<file path="src/rtl/ulpi_pkg.sv">
// ulpi_pkg: shared types and constants for the ULPI transmit path.
//   ulpi_arb_state_t  : TX arbiter ownership state (idle / packet / register)
//   ULPI_TX_CMD_REGW  : TX CMD prefix for an immediate register write
//   ULPI_TX_CMD_REGR  : TX CMD prefix for an immediate register read
package ulpi_pkg;

    typedef enum logic [1:0] {
        S_IDLE = 2'd0,
        S_PKT  = 2'd1,
        S_REG  = 2'd2
    } ulpi_arb_state_t;

    // Upper two bits of the TX CMD byte; the low six bits carry the address.
    localparam logic [7:0] ULPI_TX_CMD_REGW = 8'h80;
    localparam logic [7:0] ULPI_TX_CMD_REGR = 8'hC0;

endpackage

</file>
<file path="src/rtl/ulpi_tx_arbiter.sv">
// ulpi_tx_arbiter: shares the ULPI TX stream between the link-layer packet
// transmitter (pkt_*) and the PHY register-access controller (reg_*).
// A grant is taken only in idle while the PHY is not driving the bus, and is
// held from the first beat until the accepted tlast beat; one idle bubble
// separates consecutive transfers.
//
// Parameters:
//   MAX_WAIT    : register-request aging limit in cycles (>= 1); only used
//                 when ULPI_TX_ARB_AGING_EN is defined.
// Ports:
//   ulpi_clk, ulpi_rst_n            : 60 MHz clock, async active-low reset
//   pkt_tvalid/tready/tdata/tlast   : packet requester stream (first byte TX CMD)
//   reg_tvalid/tready/tdata/tlast   : register requester stream
//   tx_tvalid/tready/tdata/tlast    : stream to the ULPI TX engine
//   rx_busy                         : PHY owns the bus (dir high or RX valid)
//   grant_pkt, grant_reg            : current owner, one-hot or both low
//
// Build option:
//   ULPI_TX_ARB_AGING_EN : when defined, a register request that has waited
//                          MAX_WAIT cycles wins a simultaneous arbitration.
//                          Undefined gives strict packet priority.
module ulpi_tx_arbiter
    import ulpi_pkg::*;
#(
    parameter int unsigned MAX_WAIT = 64
) (
    input  logic       ulpi_clk,
    input  logic       ulpi_rst_n,

    input  logic       pkt_tvalid,
    output logic       pkt_tready,
    input  logic [7:0] pkt_tdata,
    input  logic       pkt_tlast,

    input  logic       reg_tvalid,
    output logic       reg_tready,
    input  logic [7:0] reg_tdata,
    input  logic       reg_tlast,

    output logic       tx_tvalid,
    input  logic       tx_tready,
    output logic [7:0] tx_tdata,
    output logic       tx_tlast,

    input  logic       rx_busy,

    output logic       grant_pkt,
    output logic       grant_reg
);

    ulpi_arb_state_t state_q;
    ulpi_arb_state_t state_d;
    logic            last_beat;
    logic            reg_promote;

    // ------------------------------------------------------------------
    // Optional aging of the register request
    // ------------------------------------------------------------------
`ifdef ULPI_TX_ARB_AGING_EN
    localparam int unsigned         WAIT_W   = $clog2(MAX_WAIT + 1);
    localparam logic [WAIT_W-1:0]   WAIT_MAX = WAIT_W'(MAX_WAIT);

    logic [WAIT_W-1:0] reg_wait;

    // Clearing on entry to S_REG takes precedence over the increment that
    // would otherwise happen in the same idle cycle.
    always_ff @(posedge ulpi_clk or negedge ulpi_rst_n) begin
        if (!ulpi_rst_n) begin
            reg_wait <= '0;
        end else if ((state_d == S_REG) && (state_q != S_REG)) begin
            reg_wait <= '0;
        end else if (reg_tvalid && (state_q != S_REG) && (reg_wait != WAIT_MAX)) begin
            reg_wait <= reg_wait + WAIT_W'(1);
        end
    end

    assign reg_promote = (reg_wait == WAIT_MAX);
`else
    logic max_wait_unused;

    assign max_wait_unused = (MAX_WAIT != 0);
    assign reg_promote     = 1'b0;
`endif

    // ------------------------------------------------------------------
    // State register
    // ------------------------------------------------------------------
    always_ff @(posedge ulpi_clk or negedge ulpi_rst_n) begin
        if (!ulpi_rst_n) begin
            state_q <= S_IDLE;
        end else begin
            state_q <= state_d;
        end
    end

    // ------------------------------------------------------------------
    // Stream routing: purely combinational from the current owner
    // ------------------------------------------------------------------
    always_comb begin
        tx_tvalid  = 1'b0;
        tx_tdata   = '0;
        tx_tlast   = 1'b0;
        pkt_tready = 1'b0;
        reg_tready = 1'b0;
        unique case (state_q)
            S_PKT: begin
                tx_tvalid  = pkt_tvalid;
                tx_tdata   = pkt_tdata;
                tx_tlast   = pkt_tlast;
                pkt_tready = tx_tready;
            end
            S_REG: begin
                tx_tvalid  = reg_tvalid;
                tx_tdata   = reg_tdata;
                tx_tlast   = reg_tlast;
                reg_tready = tx_tready;
            end
            default: begin
            end
        endcase
    end

    assign last_beat = tx_tvalid & tx_tready & tx_tlast;

    // ------------------------------------------------------------------
    // Next-state logic
    // ------------------------------------------------------------------
    // Owner tvalid gaps and rx_busy during a transfer do not release the
    // grant; only an accepted tlast beat does.
    always_comb begin
        state_d = state_q;
        unique case (state_q)
            S_IDLE: begin
                if (!rx_busy) begin
                    if (pkt_tvalid && !(reg_tvalid && reg_promote)) begin
                        state_d = S_PKT;
                    end else if (reg_tvalid) begin
                        state_d = S_REG;
                    end
                end
            end
            S_PKT, S_REG: begin
                if (last_beat) begin
                    state_d = S_IDLE;
                end
            end
            default: begin
                state_d = S_IDLE;
            end
        endcase
    end

    assign grant_pkt = (state_q == S_PKT);
    assign grant_reg = (state_q == S_REG);

endmodule

</file>
<file path="config.mk">
export PLATFORM = sky130hd
export DESIGN_NAME = ulpi_tx_arbiter
export DESIGN_NICKNAME = d
export VERILOG_FILES = /design/src/rtl/ulpi_pkg.sv /design/src/rtl/ulpi_tx_arbiter.sv
export SDC_FILE = /design/constraint.sdc
export NUM_CORES = 1
export LEC_CHECK = 0
export CORE_MARGIN = 2
export CORE_UTILIZATION = 27
export DETAILED_ROUTE_END_ITERATION = 16
export PLACE_DENSITY = 0.82
export SLEW_MARGIN = 20
export SYNTH_ARGS = -nofsm -noshare
export SYNTH_HDL_FRONTEND = slang
export SYNTH_SLANG_ARGS = --single-unit
</file>
<file path="constraint.sdc">
create_clock -name ulpi_clk -period 1.9 [get_ports ulpi_clk]
set_input_delay 0.38 -clock ulpi_clk [delete_from_list [all_inputs] [get_ports ulpi_clk]]
set_output_delay 0.38 -clock ulpi_clk [all_outputs]
set_load 0.05 [all_outputs]
</file>
==> flow_summary.json, run 1 <==
{
  "final_cell_area_sq_mm": 0.001054,
  "cts_inserted_buffers": 3,
  "worst_slew_pin_slew_ps": 338.9,
  "end_kind": "output pin",
  "drv_cap": 0,
  "ant_nets": 0,
  "max_freq_mhz": 533.1,
  "critPathRequiredTime_ps": 1520,
  "num_vias": 494,
  "synth_area_per_cell_sq_um": 8.341,
  "wire_per_inst_microns": 18.41,
  "ys_types": 20,
  "drv_slew": 0,
  "startpoint": "state_q[1]$_DFFE_PN0P_",
  "largest-register": "state_q",
  "drtIter0Drc": 8,
  "status": "completed",
  "slew_headroom_pct": 77.41,
  "reg_top3": "state_q (2)",
  "rr_startpoint": "state_q[1]$_DFFE_PN0P_",
  "setup_viol": 0,
  "drive_gt1_share_pct": 55.81,
  "finalCritPeriodShare_pct": 98.72,
  "ctsHoldBuffers": 0,
  "final_common_cell": "clkdlybuf4s50_1",
  "startpoint_type": "flop",
  "leakagePower_nw": 0.4278,
  "largest_reg_flops": 2,
  "fin_skew_ps": 5.096,
  "die_h_microns": 40.02,
  "insertion_delay_ps": 220,
  "worstPathMaxFanout": 7,
  "combPwrFrac_pct": 89.9,
  "cts_tree": "built",
  "antenna_cells": 0,
  "synth_seq_cells": 2,
  "hp-class": "in -> async",
  "grt_pass1_vias": 510,
  "syn_inst": 42,
  "overflow": 0,
  "drtPass1Iterations": 4,
  "p_per_area_mw_per_mm2": 1665,
  "rsz0062_at_grt": "yes",
  "row_count": 12,
  "htree_levels": 1,
  "port_buffers": 37,
  "cts-root-buf": "clkbuf_4",
  "area_growth_pct": 200.7,
  "total_power_w": 0.001754,
  "antenna_found_initial": 0,
  "peakVddDrop_mv": 1.201,
  "place.gp.congestion": 0.6673,
  "grt_max_degree": 13,
  "ios": 38,
  "p_seq_share_pct": 4.8,
  "switchingPower_w": 0.0008127,
  "via_per_inst": 4.940,
  "cts.sinks": 2,
  "grt_pass1_wl_microns": 2346,
  "drc_errors": 0,
  "nets": 115,
  "final-hold-violation-count": 0,
  "placed_cell_area_sq_um": 924.6,
  "critPathKind": "reg -> out",
  "initial_core_util_pct": 30.30,
  "final_cell_mix": "23 x clkdlybuf4s50_1, 14 x buf_12, 8 x nor2b_4",
  "die_area_sq_mm": 0.001602,
  "track_usage_pct": 24.34,
  "core_sq_mm": 0.001156,
  "cp.arrival_ps": 1500,
  "sw_frac_of_total_pct": 46.34,
  "syn-num-nets": 69,
  "yosys_warnings": 0,
  "cts_buffer_depth": 2,
  "min_period_ps": 1876,
  "p_int_w": 0.0009412,
  "worst-r2r-setup-slack_ps": 430,
  "wl_microns": 1841,
  "path_clk_slew_ps": 30,
  "power_frac_clock_pct": 5.3,
  "fp.dieW_microns": 40.02,
  "ys_seq_area_share_pct": 14.29,
  "syn_area_sq_um": 350.3,
  "tns_ps": 0
}
==> per-stage QoR <==
stage | setup slack [ps] | std cells | utilization (%) | hold slack, ps
after floorplan | 64.28 | 42 | - | 84.41
after global placement | 75.62 | 91 | 79.98 | 548.6
after detailed placement | 42.48 | 91 | 79.98 | 566.6
after CTS | -2.787 | 96 | 86.47 | 335.8
after global routing | -28.59 | 100 | 91.13 | 326.5
final | 24.23 | 100 | 91.13 | 333.5
==> synthesized netlist by cell type (all sizes together) <==
master	number	area, sq um
inv	3	11.26
clkbuf	1	3.750
a22oi	10	80.07
nand3	1	10.01
o21ai	2	13.76
nor2b	8	50.05
ha	3	37.54
and2b	2	16.27
or2b	1	7.510
mux2i	2	20.02
dfrtp	2	50.05
and2	2	13.77
buf	2	22.52
nor2	1	3.750
nand2	2	10.01
==> final cells by class <==
| class | count | area, sq um |
|---|---|---|
| clock buffers | 3 | 22.52 |
| inverters | 3 | 11.26 |
| flip-flops and latches | 2 | 50.05 |
| multi-input cells | 34 | 385.4 |
| fillers | 39 | 102.6 |
| repair buffers | 44 | 566.8 |
| well taps | 14 | 17.52 |
==> metal layers <==
| layer | vias to the layer above | track usage (%) | share of wire [%] |
|---|---|---|---|
| li1 | 234 | - | - |
| met1 | 237 | 18.48 | 30 |
| met2 | 19 | 54.03 | 65 |
| met3 | 4 | 3.889 | 2.4 |
| met4 | 0 | 12.93 | 2.0 |
| met5 | - | 0 | 0 |
==> kinds of logic after synthesis <==
kind of cell | share of synthesized area, %
adder cells (fa/ha/maj) | 10.72
AO/OA/AOI/OAI | 26.78
flip-flops | 14.29
buffers and inverters | 10.71
AND/OR/NAND/NOR | 31.79
multiplexers | 5.715
==> power by group through the flow <==
stage          combinational, W  sequential, W   clock, W
2_1_floorplan          0.000865      0.0000698          0
3_3_place_gp            0.00136      0.0000707          0
3_5_place_dp            0.00139      0.0000738          0
4_1_cts                 0.00150      0.0000835  0.0000924
5_1_grt                 0.00164      0.0000840   0.000102
6_report                0.00158      0.0000842  0.0000924
==> worst max-delay path: stages, from the launching register on <==
cell and delay [ps]:
dfrtp_1 400, inv_2 90, ha_4 200, a22oi_2 180
and2b_2 260, buf_12 150
==> what timing repair did <==
item	4_1_cts	5_1_grt
setup endpoints to repair	10	6
resized for setup	7	7
buffers inserted	2	4
pin swaps	0	1
==> path summary, 6_finish.rpt <==
check | endpoint | cells past startpoint
max reg2reg | state_q[1]$_DFFE_PN0P_ | 7
min reg2reg | state_q[0]$_DFFE_PN0P_ | 2
max in group asynchronous | state_q[1]$_DFFE_PN0P_ | 1
max | tx_tvalid | 5
min | state_q[0]$_DFFE_PN0P_ | 1
min in group ulpi_clk | state_q[0]$_DFFE_PN0P_ | 2
Power figures use the tool's default switching activity.
==> run 2, diff against run 1 <==
--- a/config.mk
+++ b/config.mk
@@ -8,6 +8,7 @@
 export CORE_MARGIN = 2
 export CORE_UTILIZATION = 27
 export DETAILED_ROUTE_END_ITERATION = 16
+export GPL_TIMING_DRIVEN = 0
 export PLACE_DENSITY = 0.82
 export SLEW_MARGIN = 20
 export SYNTH_ARGS = -nofsm -noshare
==> run 2 against run 1 <==
Compared with the run above: the run now ends with setup timing left; critical path depth grew 1; cell area is 1.4% lower; global-route usage is 1.4 points lower; first-iteration DRC count is 50% higher; highest routed layer unchanged; core utilization fell by 1.3 points; hold slack got worse by 25 ps; sequential power fell by 3.3%; largest cell class unchanged; cell count grew 9.0%; via count increased by 12%.
==> flow_summary.json, run 2 (synthesis results as in run 1) <==
{
  "cp.arrival_ps": 1700,
  "critPathBufInv": 3,
  "min_period_ps": 2082,
  "reg_top3": "state_q (2)",
  "area_growth_pct": 196.4,
  "hp-class": "in -> async",
  "ctsHoldBuffers": 0,
  "antenna_found_initial": 0,
  "fp.dieW_microns": 40.02,
  "largest-register": "state_q",
  "cts_buffer_depth": 2,
  "antenna_cells": 0,
  "finalCritPeriodShare_pct": 109.6,
  "final_common_cell": "clkdlybuf4s50_1",
  "cts_tree": "built",
  "startpoint_type": "flop",
  "row_count": 12,
  "p_per_area_mw_per_mm2": 1750,
  "slowest_delay_ps": 420,
  "grt_max_degree": 13,
  "wire_per_inst_microns": 17.97,
  "critPathRequiredTime_ps": 1520,
  "setup_viol": 10,
  "drv_slew": 0,
  "fillers": 55,
  "peakVddDrop_mv": 1.263,
  "fin_skew_ps": 7.297,
  "crit_chain": "ha_4 -> buf_6 -> buf_6 -> a22oi_2 -> and2b_2 -> buf_8",
  "status": "finished with violations",
  "tns_ps": -694.7,
  "die_h_microns": 40.02,
  "initial_core_util_pct": 30.30,
  "die_area_sq_mm": 0.001602,
  "worst_slack_ps": -181.6,
  "via_per_inst": 5.073,
  "cts_inserted_buffers": 3,
  "worst_slew_pin_slew_ps": 494.1,
  "path_clk_slew_ps": 40,
  "hpwlAfterDp_microns": 1064,
  "insertion_delay_ps": 250,
  "cp_common_cell": "buf_6",
  "drc_errors": 0,
  "core_sq_mm": 0.001156,
  "wl_microns": 1959,
  "cpLargestDelayFamily": "flip-flops",
  "port_buffers": 37,
  "grt_pass1_vias": 494,
  "ios": 38,
  "nets": 124,
  "largest_reg_flops": 2,
  "worstReg2RegEnd": "state_q[0]$_DFFE_PN0P_",
  "overflow": 0,
  "violations": "setup timing",
  "max_freq_mhz": 480.4,
  "rr_startpoint": "state_q[0]$_DFFE_PN0P_",
  "final_cell_mix": "23 x clkdlybuf4s50_1, 11 x buf_6, 10 x buf_4",
  "num_vias": 553,
  "drtIter0Drc": 12,
  "drtPass1Iterations": 4,
  "total_power_w": 0.001817,
  "slew_headroom_pct": 67.19,
  "cts-root-buf": "clkbuf_4",
  "drv_cap": 0,
  "end_kind": "output pin",
  "cts.sinks": 2,
  "ant_nets": 0,
  "track_usage_pct": 22.94,
  "rsz0062_at_grt": "yes",
  "grt_pass1_wl_microns": 2263,
  "regArea_sq_um": 50.05,
  "cp_slowest_cell": "dfrtp_1",
  "htree_levels": 1,
  "r2r_cells": 9,
  "drive_gt1_share_pct": 61.05,
  "critPathKind": "reg -> out",
  "leakagePower_nw": 0.4512,
  "final-hold-violation-count": 0,
  "worst-r2r-setup-slack_ps": 190,
  "multi_input_area_sq_um": 400.4,
  "place.gp.congestion": 0.6495,
  "worstPathMaxFanout": 4
}
[run 2: changes by cell type in the layout (fill, tap and decap cells not counted), moves of 2 or more]
cell,before,now
buf_6,1,11
dlygate4sd2_1,0,2
clkbuf_4,3,5
a22oi_1,4,1
buf_4,6,10
buf_12,14,2
buf_8,0,2
a22oi_2,6,9
[run 2: per-layer routing]
metal | wire length (microns) | GRT usage (%)
met3 | 83 | 5.000
met2 | 1098 | 43.55
met5 | 0 | 0
met4 | 54 | 12.93
met1 | 723 | 22.37
[run 2: worst max-delay path by stage]
stage	from	endpoint	slack [ps]	depth (start not counted)
after floorplan	state_q[1]$_DFFE_PN0P_	tx_tlast	60	4
after global placement	state_q[0]$_DFFE_PN0P_	tx_tdata[1]	-620	5
after detailed placement	state_q[0]$_DFFE_PN0P_	tx_tdata[4]	-630	5
after CTS	state_q[0]$_DFFE_PN0P_	tx_tdata[4]	-200	5
after global routing	state_q[0]$_DFFE_PN0P_	tx_tvalid	-230	6
final	state_q[0]$_DFFE_PN0P_	tx_tvalid	-180	6
[run 2: layout make-up]
cell class              count  share of cell area, %
multi-input cells          34                  38.55
well taps                  14                  1.687
flip-flops and latches      2                  4.819
plain buffers               2                  2.169
inverters                   3                  1.084
clock buffers               3                  2.169
repair buffers             51                  49.52
[run 2: timing repair]
item | in CTS | in global routing
resized for setup | 84 | 18
setup endpoints to repair | 14 | 10
pin swaps | 2 | 6
setup buffers | 6 | 8
[run 2: where the power goes]
part	internal (W)	switching [W]
logic	0.000811	0.000813
clock network	0.0000711	0.0000408
registers	0.0000615	0.0000199
total	0.000944	0.000873
[run 2: stage by stage]
stage          hold WS (ps)  utilization, %  setup slack, ps  std cells  instance area (sq um)
2_1_floorplan         84.41               -            64.28         42                  415.4
5_1_grt               309.0           89.83           -230.6        109                   1039
3_5_place_dp          551.6           69.48           -629.3         93                  803.3
6_report              308.4           89.83           -181.6        109                   1039
3_3_place_gp          546.6           69.48           -615.6         93                  803.3
4_1_cts               298.5           78.35           -203.4        101                  905.9
==> patch: new RTL, config.mk and constraints of run 2 <==
Build with the macro `ULPI_TX_ARB_AGING_EN` defined.
--- a/src/rtl/ulpi_tx_arbiter.sv
+++ b/src/rtl/ulpi_tx_arbiter.sv
@@ -20,4 +20,6 @@
 //                          MAX_WAIT cycles wins a simultaneous arbitration.
 //                          Undefined gives strict packet priority.
+`define ULPI_TX_ARB_AGING_EN
+
 module ulpi_tx_arbiter
     import ulpi_pkg::*;
Behaviour: no difference found for any inputs over 10 cycles, from zero or initial values and one cycle with ulpi_rst_n low; that may be too few to reach the edited logic, so the function may still have changed.
==> patch against run 2 <==
  * Power rose by 49%
  * Critical path type unchanged
  * Final cell count rose by 55%
  * Synthesized area rose by 140%
  * Sequential cell count rose by 7
  * Wire length rose by 43%
  * Critical path depth did not move
  * Largest cell class is now multi-input combinational cells
  * Non-clock buffer count fell by 5
  * Synthesized cell count rose by 110%
  * Largest power group unchanged
  * The run still ends with negative setup slack left
  * First-iteration DRC count rose by 130%
  * Design area rose by 52%
  * Combinational power rose by 35%
  * Via count rose by 61%
  * Worst setup slack improved by 0.13 ns
==> patch: results (changes against run 2) <==
| Metric | Value |
|---|---|
| Status | `complete, but fails checks (unchanged)` |
| Failing checks | `negative setup slack (unchanged)` |
| Core Util, Final | `0.524 (was 0.898)` |
| Critical Path AT | `1.57 ns (was 1.70 ns)` |
| Yosys reg bits | `9 (was 2)` |
| Post-synthesis mux area share | `0.0119 (was 0.0571)` |
| Place WS | `-0.781 ns (was -0.629 ns)` |
| Worst-path clk slew | `0.06 ns (was 0.04 ns)` |
| Clk tree area frac | `0.0167 (was 0.0217)` |
| Clock skew | `0.000439 ns (was 0.00730 ns)` |
| Commonest cells in the synthesized netlist | `9 x a21oi_1, 9 x dfrtp_1, 8 x a22oi_1, 8 x inv_1, 8 x nor2b_1 (was 9 x a22oi_1, 8 x nor2b_1, 3 x ha_1, 3 x inv_1)` |
| Internal Pwr Total | `1.41 mW (was 0.944 mW)` |
| Crit Reg-Reg Startpoint | `state_q[1] (was state_q[0])` |
| Tot Pwr | `2.71 mW (was 1.82 mW)` |
| Number of non-clock inverters in the layout | `8 (was 3)` |
| Post-place instance area | `1330 µm² (was 803 µm²)` |
| WL/cell | `16.6 µm (was 18.0 µm)` |
| Max transition margin | `0.658 (was 0.672)` |
| Crit path to | `tx_tdata[6] (was tx_tvalid)` |
| Synth Net Count | `117 (was 69)` |
| Gpl congestion | `0.762 (was 0.650)` |
| Sequential share of the synthesized area | `0.268 (was 0.143)` |
| GRT Total Usage | `0.165 (was 0.229)` |
| Register area | `228 µm² (was 50.0 µm²)` |
| Drt total wl | `2.81 mm (was 1.96 mm)` |
| Critical path's slowest cell | `dfrtp_2 (was dfrtp_1)` |
| Nonclk buf count | `48 (was 53)` |
| Comb_multi_in | `67 (was 34)` |
| Largest cells by area after synthesis | `dfrtp_1 27%, ha_1 8.9%, a22oi_1 7.1% (was a22oi_1 19%, dfrtp_1 14%, nor2b_1 14%)` |
| Setup Buffers After CTS | `8 (was 6)` |
| Clk_lat worst skew | `0.27 ns (was 0.25 ns)` |
| Peak VDD IR | `0.000663 V (was 0.00126 V)` |
| Adder-cell share of the synthesized area | `0.0893 (was 0.107)` |
| Hold Slack | `0.414 ns (was 0.308 ns)` |
| # fillers | `250 (was 55)` |
| Initial DRC Count | `27 (was 12)` |
| Post-Synth XOR/XNOR Area | `0.0625 (was 0)` |
| Synth unique cells | `32 (was 20)` |
| # clk buffers | `4 (was 3)` |
| Final worst slack | `-0.0502 ns (was -0.182 ns)` |
| Final setup fails | `10 (unchanged)` |
| Largest net degree at the start of global routing | `11 (was 13)` |
| Power Clock | `0.157 mW (was 0.112 mW)` |
| Worst-path maximum fanout | `7 (was 4)` |
| Fraction of area in multi-input gates | `0.461 (was 0.386)` |
| Largest registers | `reg_wait (7), state_q (2) (was state_q (2))` |
| Logic power comb | `2.18 mW (was 1.62 mW)` |
| Syn Inst Count | `87 (was 42)` |
| Final Net Count | `167 (was 124)` |
-- patch: cell count changes in the layout (fill, tap and decap cells not counted), sizes merged, moves of 2 or more --
cell    before  now
a21oi        0    9
dfrtp        2    9
inv          3    8
buf         26   22
xor2         0    4
a31oi        0    3
ha           3    6
a22o         0    2
a22oi       10    8
and2         2    4
nand2b       0    2
nand4        0    2
xnor2        0    2
-- patch: per-layer routing --
| metal | vias to the layer above | global-route usage | part of all wire |
|---|---|---|---|
| met5 | - | 0 | 0 |
| met4 | 0 | 0.0825 | 0.033 |
| met3 | 11 | 0.0433 | 0.096 |
| met2 | 51 | 0.323 | 0.49 |
| met1 | 414 | 0.153 | 0.38 |
| li1 | 416 | - | - |
-- patch: cells by family after synthesis --
| kind of cell | count (synthesis) |
|---|---|
| AO/OA/AOI/OAI | 28 |
| XOR/XNOR | 6 |
| adder cells (fa/ha/maj) | 6 |
| buffers and inverters | 11 |
| flip-flops | 9 |
| multiplexers | 1 |
| AND/OR/NAND/NOR | 26 |
